$ cat config.mk
export PLATFORM = sky130hd
export DESIGN_NAME = multicycle_ctrl
export DESIGN_NICKNAME = d
export VERILOG_FILES = /design/src/rtl/multicycle_ctrl.sv
export SDC_FILE = /design/constraint.sdc
export NUM_CORES = 1
export LEC_CHECK = 0
export BUFFER_PORTS_ARGS = -buffer_cell sky130_fd_sc_hd__buf_2
export CORE_AREA = 3 3 68 54
export DETAILED_ROUTE_END_ITERATION = 6
export DIE_AREA = 0 0 71 57
export GPL_ROUTABILITY_DRIVEN = 0
export PLACE_DENSITY_LB_ADDON = 0.2
export REMOVE_ABC_BUFFERS = 1
export SETUP_SLACK_MARGIN = 0.1
export SLEW_MARGIN = 20
export SYNTH_ARGS = -nofsm -noshare
export SYNTH_HDL_FRONTEND = slang
export SYNTH_SLANG_ARGS = --single-unit
$ cat constraint.sdc
create_clock -name clk -period 2.59 [get_ports clk]
set_input_delay 0.518 -clock clk [delete_from_list [all_inputs] [get_ports clk]]
set_output_delay 0.518 -clock clk [all_outputs]
set_load 0.02 [all_outputs]
$ cat src/rtl/multicycle_ctrl.sv
// Multi-cycle RV32I control FSM: FETCH/DECODE/EXEC/MEM/WB sequencing with illegal-opcode and bus-timeout traps.
// Optional MULTICYCLE_CTRL_PERF_EN adds cycle_count / instret_count performance counters.
module multicycle_ctrl #(
    parameter int MEM_WAIT_MAX = 255
) (
    input  logic        clk,
    input  logic        rst,
    input  logic [31:0] ir2,
    input  logic        mem_ready,
    input  logic        branch_taken,
    output logic [2:0]  sext_select,
    output logic        ir_we,
    output logic        pc_we,
    output logic [1:0]  pc_sel,
    output logic        reg_we,
    output logic [1:0]  wb_sel,
    output logic        mem_re,
    output logic        mem_we,
    output logic        alu_src_imm,
    output logic        illegal,
    output logic        bus_err
`ifdef MULTICYCLE_CTRL_PERF_EN
    ,
    output logic [31:0] cycle_count,
    output logic [31:0] instret_count
`endif
);

    typedef enum logic [2:0] {
        FETCH  = 3'd0,
        DECODE = 3'd1,
        EXEC   = 3'd2,
        MEM    = 3'd3,
        WB     = 3'd4,
        TRAP   = 3'd5
    } state_t;

    localparam logic [6:0] OPC_LUI    = 7'b0110111;
    localparam logic [6:0] OPC_AUIPC  = 7'b0010111;
    localparam logic [6:0] OPC_JAL    = 7'b1101111;
    localparam logic [6:0] OPC_JALR   = 7'b1100111;
    localparam logic [6:0] OPC_BRANCH = 7'b1100011;
    localparam logic [6:0] OPC_LOAD   = 7'b0000011;
    localparam logic [6:0] OPC_STORE  = 7'b0100011;
    localparam logic [6:0] OPC_OPIMM  = 7'b0010011;
    localparam logic [6:0] OPC_OP     = 7'b0110011;

    // Timeout fires on the last permitted waiting cycle, so exactly MEM_WAIT_MAX cycles are tolerated.
    localparam logic [7:0] WAIT_LAST = (MEM_WAIT_MAX == 0) ? 8'd0 : 8'(MEM_WAIT_MAX - 1);

    state_t      state, state_nx;
    logic [6:0]  opc, opc_nx;
    logic [2:0]  sext_nx;
    logic        illegal_nx, bus_err_nx;
    logic [7:0]  wait_cnt, wait_cnt_nx;
    logic        waiting, timeout;
    logic        ir2_unused;

    assign ir2_unused = ^ir2[31:7];
    assign timeout    = (MEM_WAIT_MAX != 0) && (wait_cnt == WAIT_LAST);

    always_comb begin
        state_nx    = state;
        opc_nx      = opc;
        sext_nx     = sext_select;
        illegal_nx  = illegal;
        bus_err_nx  = bus_err;
        waiting     = 1'b0;
        ir_we       = 1'b0;
        pc_we       = 1'b0;
        pc_sel      = 2'd0;
        reg_we      = 1'b0;
        wb_sel      = 2'd0;
        mem_re      = 1'b0;
        mem_we      = 1'b0;
        alu_src_imm = 1'b0;
        case (state)
            FETCH: begin
                mem_re = 1'b1;
                if (mem_ready) begin
                    ir_we    = 1'b1;
                    state_nx = DECODE;
                end else if (timeout) begin
                    bus_err_nx = 1'b1;
                    state_nx   = TRAP;
                end else begin
                    waiting = 1'b1;
                end
            end
            DECODE: begin
                opc_nx   = ir2[6:0];
                state_nx = EXEC;
                case (ir2[6:0])
                    OPC_OPIMM, OPC_LOAD, OPC_JALR, OPC_OP: sext_nx = 3'd0;
                    OPC_BRANCH:                            sext_nx = 3'd1;
                    OPC_LUI, OPC_AUIPC:                    sext_nx = 3'd2;
                    OPC_STORE:                             sext_nx = 3'd3;
                    OPC_JAL:                               sext_nx = 3'd4;
                    default: begin
                        illegal_nx = 1'b1;
                        state_nx   = TRAP;
                    end
                endcase
            end
            EXEC: begin
                alu_src_imm = !(opc == OPC_OP || opc == OPC_BRANCH);
                case (opc)
                    OPC_BRANCH: begin
                        pc_we    = 1'b1;
                        pc_sel   = branch_taken ? 2'd1 : 2'd0;
                        state_nx = FETCH;
                    end
                    OPC_LOAD, OPC_STORE: state_nx = MEM;
                    default:             state_nx = WB;
                endcase
            end
            MEM: begin
                if (opc == OPC_STORE) begin
                    mem_we = 1'b1;
                end else begin
                    mem_re = 1'b1;
                end
                if (mem_ready) begin
                    if (opc == OPC_STORE) begin
                        pc_we    = 1'b1;
                        state_nx = FETCH;
                    end else begin
                        state_nx = WB;
                    end
                end else if (timeout) begin
                    mem_we     = 1'b0;
                    bus_err_nx = 1'b1;
                    state_nx   = TRAP;
                end else begin
                    waiting = 1'b1;
                end
            end
            WB: begin
                reg_we   = 1'b1;
                pc_we    = 1'b1;
                state_nx = FETCH;
                case (opc)
                    OPC_JAL:  begin pc_sel = 2'd2; wb_sel = 2'd2; end
                    OPC_JALR: begin pc_sel = 2'd3; wb_sel = 2'd2; end
                    OPC_LOAD: wb_sel = 2'd1;
                    OPC_LUI:  wb_sel = 2'd3;
                    default:  wb_sel = 2'd0;
                endcase
            end
            TRAP:    state_nx = TRAP;
            default: state_nx = FETCH;
        endcase

        wait_cnt_nx = (state_nx != state) ? 8'd0 : (waiting ? wait_cnt + 8'd1 : wait_cnt);

        // Reset drops any outstanding request: nothing fires in the reset cycle.
        if (rst) begin
            ir_we       = 1'b0;
            pc_we       = 1'b0;
            pc_sel      = 2'd0;
            reg_we      = 1'b0;
            wb_sel      = 2'd0;
            mem_re      = 1'b0;
            mem_we      = 1'b0;
            alu_src_imm = 1'b0;
        end
    end

    always_ff @(posedge clk) begin
        if (rst) begin
            state       <= FETCH;
            opc         <= 7'd0;
            sext_select <= 3'd0;
            illegal     <= 1'b0;
            bus_err     <= 1'b0;
            wait_cnt    <= 8'd0;
        end else begin
            state       <= state_nx;
            opc         <= opc_nx;
            sext_select <= sext_nx;
            illegal     <= illegal_nx;
            bus_err     <= bus_err_nx;
            wait_cnt    <= wait_cnt_nx;
        end
    end

`ifdef MULTICYCLE_CTRL_PERF_EN
    always_ff @(posedge clk) begin
        if (rst) begin
            cycle_count   <= 32'd0;
            instret_count <= 32'd0;
        end else begin
            if (state != TRAP) cycle_count <= cycle_count + 32'd1;
            if (pc_we)         instret_count <= instret_count + 32'd1;
        end
    end
`endif

endmodule

==> flow_metrics.py <==
metrics = {
    "run_status": {
        "status": "finished, final reports clean",
    },
    "routing": {
        "firstDrtPassIters": 4,
        "ant_nets": 0,
        "drt_wl_total_um": 3640,
        "drc": 0,
        "viasPerCell": 5.79,
        "wl_per_cell_um": 14.4,
        "drtIter0Drc": 99,
        "vias": 1458,
    },
    "clocking": {
        "post_cts_buffers": 0,
        "h-tree-depth": 1,
        "cts_buffer_depth": 2,
        "cts_root_buf": "clkbuf_8",
        "clkTransAtPathRegs_ns": 0.08,
        "numCtsBuffers": 3,
        "cts.sink_count": 23,
        "clk-insertion-delay-late_ns": 0.26,
        "cts_tree": "yes",
    },
    "global_route": {
        "grt_pass1_vias": 1324,
        "grt_overflow": 0,
        "grt_max_degree": 17,
        "grt_pass1_wl_um": 6100,
        "antenna_found_initial": 0,
        "grt_usage_pct": 18.5,
    },
    "finish": {
        "num-nets-final": 253,
        "diodes": 0,
        "layout_common_cells": "28 x nand2_1, 25 x buf_2, 23 x dfxtp_1",
        "final_core_util_pct": 58.6,
        "final_layout_size_suffix_gt1_share_pct": 24.3,
        "mostFrequentLayoutCell": "nand2_1",
        "stdcell_count": 252,
        "syn2layout_area_growth_pct": 14.2,
    },
    "pwr": {
        "ir_drop_mv": 0.261,
        "p_sw_share_pct": 32.1,
        "p_leak_uw": 0.000644,
        "switchingPower_uw": 262,
        "p_seq_share_pct": 48.9,
        "p_int_uw": 556,
        "power_frac_comb_pct": 23.9,
        "p_per_area_mw_per_mm2": 469,
        "clkPwrFrac_pct": 27.2,
    },
    "synth": {
        "ys_ff_latch": 23,
        "netlist_instances": 188,
        "yosysSeqAreaShare_pct": 30.1,
        "yosysWarnings": 0,
        "synth-edff-count": 0,
        "syn_avg_cell_area_sq_um": 8.13,
        "syn_area_sq_mm": 0.00153,
        "synth_cell_type_count": 48,
        "async_flop_share_pct": 0,
        "ys.flop_type": "dfxtp_1",
    },
    "worst_hold_path": {
        "hold_path_class": "flip-flop to flip-flop",
        "whs_path_depth": 2,
    },
    "die": {
        "die_area_sq_mm": 0.00405,
        "core_sq_mm": 0.00298,
        "initial_core_util_pct": 51.3,
        "chipHeight_um": 57,
        "io_pins": 51,
        "std_cell_rows": 17,
        "die_w_um": 71,
    },
    "timing": {
        "slew_viol_final": 0,
        "timing.final.crit_period_ns": 2.38,
        "worst_pin_slew_ns": 0.527,
        "setup_viol": 0,
        "fin_tns_setup_ns": 0,
        "fin_crit_sh_pct": 91.9,
        "fin_skew_ns": 0.00192,
        "clock.fmax_ghz": 0.420,
        "grt_setup_unrepaired": "false",
        "timing.hold.ws_ns": 0.475,
        "finalHoldViolations": 0,
        "slew_headroom_pct": 63.9,
    },
    "place": {
        "placed_cells": 248,
        "dpl.hpwl_um": 2740,
        "io_buffers": 25,
    },
    "critical_path": {
        "end_kind": "output pin",
        "cp_cell_sequence": "nor3b_1, buf_4, a41oi_1, nor4_1, buf_2",
        "cp_max_fo": 13,
        "cp_slowest_cell": "dfxtp_1",
        "rr_worst_depth": 4,
        "cp.required_ns": 2.07,
        "start_kind": "flip-flop",
        "critPathArrivalTime_ns": 1.86,
        "crit_path_max_incr_delay_ns": 0.65,
        "worstSetupPathType": "flip-flop to output pin",
    },
    "job": {
        "max_cap_violations": 0,
    },
}
layer usage:
metal / GRT usage (%) / wire (um)
met5: 0 / 0
met4: 4.56 / 35
met3: 4.40 / 229
met2: 27.6 / 1550
met1: 27.0 / 1820
per-stage QoR:
stage / worst slack, ns / area, sq um / power (uW)
after floorplan: 0.246 / 1480 / 533
after global placement: 0.475 / 1690 / 595
after detailed placement: 0.446 / 1690 / 600
after CTS: 0.181 / 1740 / 823
after global routing: 0.123 / 1750 / 868
final: 0.210 / 1750 / 819
kinds of logic after synthesis:
| kind of cell | share of synthesized area [%] |
|---|---|
| and+or+nand+nor | 38.1 |
| adders and majority gates | 1.64 |
| buffers and inverters | 4.66 |
| muxes | 0.655 |
| AOI/OAI and AO/OA | 19.6 |
| DFF | 30.1 |
| xor gates and xnor gates | 5.16 |
synth_stat cells, types with 2 or more instances:
library cell  count  area, sq um
nand2_1          28          105
dfxtp_1          23          460
a21oi_1          18         90.1
nor2_1           17         63.8
nor4b_2           8          120
xnor2_1           8         70.1
nor3_1            7         35.0
nand3_1           6         30.0
nor4_1            6         37.5
inv_1             5         18.8
a31oi_1           4         25.0
clkbuf_1          4         15.0
o21a_1            4         30.0
o21ai_0           4         20.0
buf_2             3         15.0
nand3b_1          3         22.5
nand4_1           3         18.8
and3_1            2         12.5
buf_6             2         22.5
ha_1              2         25.0
nand2b_1          2         12.5
nor2b_1           2         12.5
nor3b_1           2         15.0
cell type report:
cell class,instances,area [sq um]
multi-input combinational,151,1000
timing repair buffer,31,170
clock buffer,3,41.3
fill,295,1230
inverter,5,18.8
sequential,23,460
tap,38,47.5
clock inverter,1,5.00
worst max-delay path: cells and delay by family, from the launching register on:
family	cells	cell delay, ns
and+or+nand+nor	2	0.44
buffers and inverters	2	0.39
DFF	1	0.65
AOI/OAI and AO/OA	1	0.11
worst paths after layout:
| kind | start | endpoint | slack, ns |
|---|---|---|---|
| worst max-delay path | state[1] | pc_sel[0] | 0.21 |
| worst min-delay path | sext_select[2] | sext_select[2] | 0.48 |
| worst max register to register | state[1] | wait_cnt[4] | 0.46 |
| worst min register to register | sext_select[2] | sext_select[2] | 0.48 |
power by group through the flow:
stage               clock, uW  combinational [uW]  sequential [uW]
detailed placement          0                 194              407
global placement            0                 190              405
floorplan                   0                 129              404
global route              248                 217              404
finish                    222                 196              400
CTS                       230                 195              399
repair_timing:
item | 4_1_cts | 5_1_grt
setup endpoints to repair | 0 | 3
resized for setup | 0 | 1
hold buffers | 0 | 0
sequential cells by signal (all words and copies together), names as in the netlist:
| name | flops |
|---|---|
| bus_err | 1 |
| illegal | 1 |
| opc | 7 |
| sext_select | 3 |
| state | 3 |
| wait_cnt | 8 |
(Power assumes the default switching activity.)
